### src/rtl/eth_tx_framer_if.sv
// eth_tx_framer_if: groups the framer's header-write port, frame request,
// upstream show-ahead FIFO port and PHY-side byte stream.
//   master : upstream/driver side (drives i_*, observes o_*)
//   slave  : the framer (observes i_*, drives o_*)
interface eth_tx_framer_if;
    logic [3:0]  i_hdr_idx;    // header byte offset 0..13
    logic [7:0]  i_hdr_byte;   // byte to store at i_hdr_idx
    logic        i_hdr_wr_en;  // header write strobe
    logic        i_start;      // frame request
    logic [10:0] i_len;        // payload length, captured on start
    logic [7:0]  i_pl_byte;    // FIFO head byte (show-ahead)
    logic        o_pl_rd;      // FIFO pop
    logic [7:0]  o_tx_data;    // frame byte
    logic        o_tx_en;      // o_tx_data valid
    logic        o_busy;       // frame in progress (incl. IFG)
    logic        o_done;       // one-cycle pulse on return to idle

    modport master (
        output i_hdr_idx, i_hdr_byte, i_hdr_wr_en, i_start, i_len, i_pl_byte,
        input  o_pl_rd, o_tx_data, o_tx_en, o_busy, o_done
    );

    modport slave (
        input  i_hdr_idx, i_hdr_byte, i_hdr_wr_en, i_start, i_len, i_pl_byte,
        output o_pl_rd, o_tx_data, o_tx_en, o_busy, o_done
    );
endinterface

### src/rtl/eth_tx_framer.sv
// eth_tx_framer: streams one Ethernet frame per start request:
// 7x 0x55 preamble, 0xD5 SFD, 14-byte header buffer, payload popped from a
// show-ahead FIFO, zero pad up to a 46-byte data field, optional FCS, then
// IFG_CYCLES idle cycles.
//
// Ports:
//   i_clk   sole clock
//   i_rst   asynchronous active-high reset
//   bus     eth_tx_framer_if.slave (header write, start/len, FIFO, tx bytes)
//
// Optional feature: define ETH_TX_FCS_EN to append the CRC-32 FCS (over
// header, payload and pad, LSB first).
//
// The FSM runs one cycle ahead of the wire: each cycle it selects the byte
// that the output register presents on the next cycle. The accept cycle in
// IDLE therefore already emits the first preamble byte, and a payload byte
// popped in a PAY cycle shows up on o_tx_data one cycle later.
module eth_tx_framer #(
    parameter int IFG_CYCLES  = 12,
    parameter int MAX_PAYLOAD = 1500
) (
    input  logic          i_clk,
    input  logic          i_rst,
    eth_tx_framer_if.slave bus
);

`ifdef ETH_TX_FCS_EN
    typedef enum logic [2:0] {
        S_IDLE, S_PRE, S_SFD, S_HDR, S_PAY, S_PAD, S_FCS, S_IFG
    } state_t;
    localparam state_t S_DATA_END = S_FCS;
`else
    typedef enum logic [2:0] {
        S_IDLE, S_PRE, S_SFD, S_HDR, S_PAY, S_PAD, S_IFG
    } state_t;
    localparam state_t S_DATA_END = S_IFG;
`endif

    localparam logic [10:0] MAX_LEN  = 11'(MAX_PAYLOAD);
    localparam logic [10:0] IFG_LAST = 11'(IFG_CYCLES);
    localparam logic [10:0] MIN_DATA = 11'd46;

    state_t            state_q, state_d;
    logic [10:0]       cnt_q;
    logic [10:0]       len_q;
    logic [13:0][7:0]  hdr_q;
    logic [7:0]        tx_data_q;
    logic              tx_en_q;
    logic              done_q;

    logic [7:0]        tx_byte;
    logic              tx_vld;
    logic              pl_rd;
    logic              accept;

    assign accept = (state_q == S_IDLE) && bus.i_start;

    // ---------------- state register ----------------
    always_ff @(posedge i_clk or posedge i_rst) begin
        if (i_rst) begin
            state_q <= S_IDLE;
            cnt_q   <= '0;
        end else begin
            state_q <= state_d;
            // Counter restarts on every state entry; idle holds it at zero.
            if (state_d != state_q || state_q == S_IDLE)
                cnt_q <= '0;
            else
                cnt_q <= cnt_q + 11'd1;
        end
    end

    // ---------------- next-state logic ----------------
    // Each state leaves on its last byte so o_tx_en never gaps.
    always_comb begin
        state_d = state_q;
        case (state_q)
            S_IDLE: if (bus.i_start) state_d = S_PRE;
            // Accept cycle emitted preamble byte 0; PRE supplies the other six.
            S_PRE:  if (cnt_q == 11'd5) state_d = S_SFD;
            S_SFD:  state_d = S_HDR;
            S_HDR:  if (cnt_q == 11'd13) state_d = (len_q == '0) ? S_PAD : S_PAY;
            S_PAY:  if (cnt_q == len_q - 11'd1)
                        state_d = (len_q >= MIN_DATA) ? S_DATA_END : S_PAD;
            S_PAD:  if (cnt_q == MIN_DATA - 11'd1 - len_q) state_d = S_DATA_END;
`ifdef ETH_TX_FCS_EN
            S_FCS:  if (cnt_q == 11'd3) state_d = S_IFG;
`endif
            // One extra cycle: the output register still holds the last
            // frame byte during the first IFG cycle of the FSM.
            S_IFG:  if (cnt_q == IFG_LAST) state_d = S_IDLE;
            default: state_d = S_IDLE;
        endcase
    end

`ifdef ETH_TX_FCS_EN
    logic [31:0] crc_q;
    logic [31:0] fcs;

    function automatic logic [31:0] crc32_byte(input logic [31:0] c, input logic [7:0] d);
        logic [31:0] r;
        r = c ^ {24'd0, d};
        for (int i = 0; i < 8; i++)
            r = r[0] ? ((r >> 1) ^ 32'hEDB88320) : (r >> 1);
        return r;
    endfunction

    assign fcs = ~crc_q;

    always_ff @(posedge i_clk or posedge i_rst) begin
        if (i_rst)
            crc_q <= '1;
        else if (accept)
            crc_q <= '1;
        else if (state_q == S_HDR || state_q == S_PAY || state_q == S_PAD)
            crc_q <= crc32_byte(crc_q, tx_byte);
    end
`endif

    // ---------------- output logic ----------------
    always_comb begin
        tx_byte = 8'h00;
        tx_vld  = 1'b0;
        pl_rd   = 1'b0;
        case (state_q)
            S_IDLE: if (bus.i_start) begin tx_byte = 8'h55; tx_vld = 1'b1; end
            S_PRE:  begin tx_byte = 8'h55; tx_vld = 1'b1; end
            S_SFD:  begin tx_byte = 8'hD5; tx_vld = 1'b1; end
            S_HDR:  begin tx_byte = hdr_q[cnt_q[3:0]]; tx_vld = 1'b1; end
            S_PAY:  begin tx_byte = bus.i_pl_byte; tx_vld = 1'b1; pl_rd = 1'b1; end
            S_PAD:  begin tx_byte = 8'h00; tx_vld = 1'b1; end
`ifdef ETH_TX_FCS_EN
            S_FCS:  begin tx_byte = fcs[{cnt_q[1:0], 3'b000} +: 8]; tx_vld = 1'b1; end
`endif
            default: ;
        endcase
    end

    // ---------------- datapath registers ----------------
    always_ff @(posedge i_clk or posedge i_rst) begin
        if (i_rst) begin
            hdr_q     <= '0;
            len_q     <= '0;
            tx_data_q <= '0;
            tx_en_q   <= 1'b0;
            done_q    <= 1'b0;
        end else begin
            if (bus.i_hdr_wr_en && state_q == S_IDLE && bus.i_hdr_idx <= 4'd13)
                hdr_q[bus.i_hdr_idx] <= bus.i_hdr_byte;
            if (accept)
                len_q <= (bus.i_len > MAX_LEN) ? MAX_LEN : bus.i_len;
            tx_data_q <= tx_byte;
            tx_en_q   <= tx_vld;
            done_q    <= (state_q == S_IFG) && (state_d == S_IDLE);
        end
    end

    assign bus.o_pl_rd   = pl_rd;
    assign bus.o_tx_data = tx_data_q;
    assign bus.o_tx_en   = tx_en_q;
    assign bus.o_busy    = (state_q != S_IDLE);
    assign bus.o_done    = done_q;

endmodule

### src/flat_wrapper.sv
// flat-port wrapper written by rule: the top's interface ports become plain ports
module eth_tx_framer_flat 
#(
    parameter int IFG_CYCLES  = 12,
    parameter int MAX_PAYLOAD = 1500
)
  (i_clk, i_rst, bus_i_hdr_idx, bus_i_hdr_byte, bus_i_hdr_wr_en, bus_i_start, bus_i_len, bus_i_pl_byte, bus_o_pl_rd, bus_o_tx_data, bus_o_tx_en, bus_o_busy, bus_o_done);
  eth_tx_framer_if bus_i ();
  input  logic i_clk;
  input  logic i_rst;
  input wire logic [$bits(bus_i.i_hdr_idx)-1:0] bus_i_hdr_idx;
  input wire logic [$bits(bus_i.i_hdr_byte)-1:0] bus_i_hdr_byte;
  input wire logic [$bits(bus_i.i_hdr_wr_en)-1:0] bus_i_hdr_wr_en;
  input wire logic [$bits(bus_i.i_start)-1:0] bus_i_start;
  input wire logic [$bits(bus_i.i_len)-1:0] bus_i_len;
  input wire logic [$bits(bus_i.i_pl_byte)-1:0] bus_i_pl_byte;
  output wire logic [$bits(bus_i.o_pl_rd)-1:0] bus_o_pl_rd;
  output wire logic [$bits(bus_i.o_tx_data)-1:0] bus_o_tx_data;
  output wire logic [$bits(bus_i.o_tx_en)-1:0] bus_o_tx_en;
  output wire logic [$bits(bus_i.o_busy)-1:0] bus_o_busy;
  output wire logic [$bits(bus_i.o_done)-1:0] bus_o_done;
  assign bus_i.i_hdr_idx = bus_i_hdr_idx;
  assign bus_i.i_hdr_byte = bus_i_hdr_byte;
  assign bus_i.i_hdr_wr_en = bus_i_hdr_wr_en;
  assign bus_i.i_start = bus_i_start;
  assign bus_i.i_len = bus_i_len;
  assign bus_i.i_pl_byte = bus_i_pl_byte;
  assign bus_o_pl_rd = bus_i.o_pl_rd;
  assign bus_o_tx_data = bus_i.o_tx_data;
  assign bus_o_tx_en = bus_i.o_tx_en;
  assign bus_o_busy = bus_i.o_busy;
  assign bus_o_done = bus_i.o_done;
  eth_tx_framer #(.IFG_CYCLES(IFG_CYCLES), .MAX_PAYLOAD(MAX_PAYLOAD)) u_core (.i_clk(i_clk), .i_rst(i_rst), .bus(bus_i));
endmodule
### config.mk
export PLATFORM = sky130hd
export DESIGN_NAME = eth_tx_framer_flat
export DESIGN_NICKNAME = d
export VERILOG_FILES = /design/src/rtl/eth_tx_framer_if.sv /design/src/rtl/eth_tx_framer.sv /design/src/flat_wrapper.sv
export SDC_FILE = /design/constraint.sdc
export NUM_CORES = 1
export LEC_CHECK = 0
export ABC_AREA = 0
export CELL_PAD_IN_SITES_DETAIL_PLACEMENT = 2
export CELL_PAD_IN_SITES_GLOBAL_PLACEMENT = 2
export CORE_ASPECT_RATIO = 0.75
export CORE_MARGIN = 4
export CORE_UTILIZATION = 35
export CTS_CLUSTER_DIAMETER = 60
export DETAILED_ROUTE_END_ITERATION = 7
export PLACE_DENSITY_LB_ADDON = 0.1
export SLEW_MARGIN = 20
export SYNTH_ARGS = -nofsm -noshare
export SYNTH_HDL_FRONTEND = slang
export SYNTH_SLANG_ARGS = --single-unit
### constraint.sdc
create_clock -name i_clk -period 4.32 [get_ports i_clk]
set_input_delay 0.648 -clock i_clk [delete_from_list [all_inputs] [get_ports i_clk]]
set_output_delay 0.648 -clock i_clk [all_outputs]
set_load 0.02 [all_outputs]
* Yosys cells after proc, flatten, opt, wreduce, memory -nomap -nowiden *
Index checks and enable logic that the tools add are counted.

operators by class
  $add $sub $neg = 3
  order comparisons = 6
  eq/ne operators = 12
  mux-type cells = 21
  reduce and logical (&&, ||, !) cells = 11

operators by type and width
  cell                                                   count
  bitwise mux 112 bit                                    1
  one-hot mux 8 bit (5 select lines)                     1
  binary-select mux 8 bit (select 4 bit)                 1
  demux 8 bit (select 4 bit)                             1
  == test 11 bit                                         2
  == test 11 x 4 -> 1 bit (second input constant)        2
  2-to-1 mux 11 bit                                      2
  one-hot mux 3 bit (7 select lines)                     1
  2-to-1 mux 3 bit                                       6
  2-to-1 mux 8 bit                                       2
  adder 11 x 1 -> 11 bit (second input constant)         1
  == test 11 x 3 -> 1 bit (second input constant)        1
  >= comparator 11 x 6 -> 1 bit (second input constant)  1
  > comparator 11 bit (second input constant)            1
  logical NOT 11 bit                                     1
  subtractor 11 x 1 -> 11 bit (second input constant)    1
  subtractor 6 x 11 -> 11 bit (first input constant)     1
  < comparator 4 x 5 -> 1 bit (second input constant)    2
  == test 3 bit (second input constant)                  3
  2-to-1 mux 7 bit                                       1
  == test 3 x 2 -> 1 bit (second input constant)         2
  logical NOT 3 bit                                      2
  logical AND 1 bit                                      5
  OR reduction 5 bit                                     1
  other kinds (9)                                        11

storage, ports and cells
  flip-flop bits (word level) = 147
  input bits = 35
  output and inout port bits = 12
  logic and storage cells = 73

* Depth between registers and ports, before layout *
  depth after elaboration = 7
  gate-level depth with buffers = 11
  gate-level depth less buffers = 8

* Least setup slack after synthesis *
Ideal clock, no wire load.

  path type = reg-to-reg
  start point = register u_core.cnt_q[0]
  end point = register u_core.cnt_q[0]
  arrival time = 2,406 ps
  required time = 4,234 ps
  slack = 1,828 ps
  stages on the path, launching flop included = 12
  clock period less this slack = 2,492 ps
  cell sequence = dfrtp_1 > buf_2 > buf_2 > buf_2 > inv_1 > ha_1 > nand3_1 > or3_4 > a21oi_1 > a21boi_2 > or3b_2 > nor3_1

on the way
  cells in the longest elaborated chain, start to end = 6

RTL lines
  item                                                   RTL line             source
  start: declaration                                     eth_tx_framer.sv:44  logic [10:0] cnt_q;
  start signal: assignment                               eth_tx_framer.sv:69  cnt_q <= cnt_q + 11'd1;
  == test 11 x 4 -> 1 bit, or another cell as far along  eth_tx_framer.sv:91  S_IFG: if (cnt_q == IFG_LAST) state_d = S_IDLE;
  2-to-1 mux 3 bit, on equally long branches             --
  one-hot mux 3 bit (7 select lines)                     eth_tx_framer.sv:77  case (state_q)
  inequality test 3 bit                                  eth_tx_framer.sv:66  if (state_d != state_q || state_q == S_IDLE)
  logical OR 1 bit                                       eth_tx_framer.sv:66
  2-to-1 mux 11 bit *                                    eth_tx_framer.sv:66

Mark *: on every way between the ends. The rest lies on a longest branch, timed or not.
A chain may end at the register's enable or synchronous reset.

* Final worst setup path *
  start point = register u_core.state_q[1]
  end point = register u_core.hdr_q[92] in the netlist's numbering

on the way
  cells in the longest elaborated chain, start to end = 3

RTL lines
  item                             RTL line              source
  start: declaration               eth_tx_framer.sv:43   state_t state_q, state_d;
  start signal: assignment         eth_tx_framer.sv:64   state_q <= state_d;
  logical NOT 3 bit                eth_tx_framer.sv:148  if (bus.i_hdr_wr_en && state_q == S_IDLE && bus.i_hdr_idx <= 4'd13)
  logical AND 1 bit (2 in series)  eth_tx_framer.sv:148
  end signal: indexed assignment   eth_tx_framer.sv:149  hdr_q[bus.i_hdr_idx] <= bus.i_hdr_byte;
  end: declaration                 eth_tx_framer.sv:46   logic [13:0][7:0] hdr_q;

Every way passes these cells.

==> results.sh <==
export IMPL_status="complete, no violations"
export IMPL_finalMaxSlewViolations=0
export IMPL_cts_buffers=17
export IMPL_p_per_area_nw_per_um2=343
export IMPL_die_w_um=179
export IMPL_hold_viol_final=0
export IMPL_synth_fa_ha_area_share_pct=1.47
export IMPL_power_leakage_uw=0.00408
export IMPL_synth_cells=625
export IMPL_final_nets=700
export IMPL_cts_resized=0
export IMPL_ys_seq_area_share_pct=48.0
export IMPL_synth_most_common_cell="dfrtp_1"
export IMPL_wl_per_cell_um=23.6
export IMPL_wl_um=22600
export IMPL_io_pin_count=47
export IMPL_cp_slowest_cell="nor2b_1"
export IMPL_yosys_warnings=0
export IMPL_worstSetupPathType="flip-flop to flip-flop"
export IMPL_arrival_ns=3.46
export IMPL_cts_sinks=147
export IMPL_ir_worst_vdd_v=0.000288
export IMPL_drive_gt1_share_pct=29.1
export IMPL_cts_hold_buf=0
export IMPL_min_delay_path_class="flip-flop to flip-flop"
export IMPL_clkLatencyLatePin_ns=0.43
export IMPL_crit_path_end_kind="flip-flop"
export IMPL_synth_net_count=669
export IMPL_drt_iter0_markers=265
export IMPL_cp_depth=5
export IMPL_stdcell_count=957
export IMPL_rows=46
export IMPL_cp_required_ns=4.63
export IMPL_fin_util_pct=42.2
export IMPL_die_y_um=136
export IMPL_finalInstanceArea_sq_um=9010
export IMPL_start_util_pct=35.9
export IMPL_slew_headroom_pct=28.6
export IMPL_synth_area_sq_um=7660
export IMPL_start_kind="flip-flop"
export IMPL_num_antenna_cells=0
export IMPL_antenna_found_initial=0
export IMPL_synth_seq_cells=147
export IMPL_dp_hpwl_um=16100
export IMPL_ant_nets=0
export IMPL_clockBufferDepth=2
export IMPL_cts_tree="yes"
export IMPL_rsz0062_at_grt="no"
export IMPL_root_buffer="clkbuf_16"
export IMPL_synth_common_cells="147 x dfrtp_1, 116 x mux2_2, 36 x nand2_1"
export IMPL_synth_simple_gate_area_share_pct=10.3
export IMPL_drcViolationCount=0
export IMPL_synthXorXnorAreaFrac_pct=3.09
export IMPL_grt_start_max_net_pins=44
export IMPL_synth_mux_area_share_pct=26.2
export IMPL_place_inst=925
export IMPL_synthArstFlopShare_pct=100
export IMPL_cts_setup_buffers=0
export IMPL_setup_viol=0
export IMPL_synth_edf_count=0
export IMPL_gp_congestion=0.815
export IMPL_io_buffers=46
export IMPL_die_area_sq_um=24400
export IMPL_avgSynthCellArea_sq_um=12.3
export IMPL_synth_compound_area_share_pct=6.99
export IMPL_core_area_sq_um=21400
export IMPL_path_cells="nor3_4 -> nand2_1 -> nor3b_1 -> nor2b_1 -> mux2_2"
export IMPL_ys_types=60
export IMPL_multiInputGateArea_sq_um=3680
export IMPL_skew_ns=0.00620
export IMPL_grt_pass1_vias=5659
export IMPL_path_max_fanout=22
export IMPL_areaGrowthSynthToFinish_pct=17.5
export IMPL_tightest_slew_ns=1.07
export IMPL_crit_buf_inv=0
export IMPL_synth_flop_cell="dfrtp_1"
export IMPL_cap_violations=0
export IMPL_grt_pass1_wl_um=35500
export IMPL_yosys_top_cells_area="dfrtp_1 48%, mux2_2 17%, mux4_2 7.1%, mux2i_1 2.1%, xor2_1 1.8%"
export IMPL_cpPeakStageDelay_ns=0.85
export IMPL_fin_crit_ns=3.16
export IMPL_drt_pass1_iterations=4
export IMPL_reg2regPathDepth=5
export IMPL_placed_area_sq_um=8380
export IMPL_fmax_mhz=317
export IMPL_setup_tns_ns=0
export IMPL_grt_overflow=0
export IMPL_synth_largest_area_cell="dfrtp_1"
export IMPL_crit_family="simple AND/OR/NAND/NOR gates"
export IMPL_synth_top_family_by_area="multiplexers"
export IMPL_via_count=5213
export IMPL_n_fill_cell=2120
export IMPL_htree_levels=4
export IMPL_synth_top_area_share_pct=48.0
export IMPL_hold_depth=1
export IMPL_grt_use_total_pct=19.6
export IMPL_period_share_pct=73.0
export IMPL_clk_pin_slew_ns=0.06
export IMPL_register_area_sq_um=3680
export IMPL_avgViaCountPerCell=5.45
## cells by family after synthesis
group / count (synthesis)
compound gates: 78
xor+xnor: 27
fa+ha+maj: 9
buf+inv: 68
flops: 147
mux: 156
simple gates: 140
## state kept, by name, summed over array words and instances, names as in the netlist
signal and cells:
u_core.bus.o_tx_en 1, u_core.state_q 3, u_core.bus.o_done 1, u_core.bus.o_tx_data 8
u_core.hdr_q 112, u_core.cnt_q 11, u_core.len_q 11
## path summary, 6_finish.rpt
kind,slack (ns),to,from
worst max-delay path,1.16,u_core.hdr_q[92]$_DFFE_PP0P_,u_core.state_q[1]$_DFF_PP0_
worst min-delay path,0.50,u_core.hdr_q[82]$_DFFE_PP0P_,u_core.hdr_q[82]$_DFFE_PP0P_
worst max register to register,1.16,u_core.hdr_q[92]$_DFFE_PP0P_,u_core.state_q[1]$_DFF_PP0_
worst min register to register,0.50,u_core.hdr_q[82]$_DFFE_PP0P_,u_core.hdr_q[82]$_DFFE_PP0P_
max in group asynchronous,2.83,u_core.hdr_q[33]$_DFFE_PP0P_,i_rst
min in group asynchronous,0.78,u_core.hdr_q[14]$_DFFE_PP0P_,i_rst
## power breakdown
group	switching [uW]	total [uW]	internal, uW
logic	72.7	120	46.9
clock network	577	1590	1010
registers	1.37	1380	1380
## cells in the final DEF, fill, tap and decap left out, types with 6 or more instances in the layout
cell type,synthesis,routed
o22ai_1,7,7
nor4_1,12,12
ha_1,9,9
mux4_2,24,24
o221ai_1,6,6
xor2_1,16,16
nand4_1,10,10
nor3_1,6,6
mux2i_1,16,16
clkdlybuf4s50_1,0,46
nand2_1,36,36
a21oi_1,13,13
clkbuf_16,0,17
nor2_1,22,22
nand3_1,17,17
inv_1,27,26
dfrtp_1,147,146
mux2_2,116,116
xnor2_1,11,11
a31oi_1,6,6
nor2b_1,6,6
o21ai_0,16,16
## layer usage
| layer | up-vias | wire [um] | part of all wire [%] | global-route usage [%] |
|---|---|---|---|---|
| met3 | 13 | 941 | 4.2 | 4.34 |
| met5 | - | 0 | 0 | 0 |
| met4 | 0 | 193 | 0.85 | 4.47 |
| met1 | 2767 | 11900 | 52 | 30.1 |
| li1 | 2355 | - | - | - |
| met2 | 78 | 9610 | 42 | 28.0 |
## layout make-up
type                    count  area share (%)
multi-input cells         410            40.9
flip-flops and latches    147            40.9
repair buffers             53            6.11
clock buffers              22            5.26
well taps                 288            4.00
clock inverters            10            1.71
inverters                  27            1.17
## per-stage QoR
| step | setup WS (ns) | hold WS [ns] | power, uW |
|---|---|---|---|
| floorplan | 1.82 | 0.474 | 1460 |
| detailed placement | 1.12 | 0.494 | 1530 |
| global route | 0.841 | 0.515 | 3200 |
| finish | 1.16 | 0.500 | 3090 |
| global placement | 1.24 | 0.482 | 1530 |
| CTS | 1.11 | 0.505 | 3130 |
(Power assumes the default switching activity.)
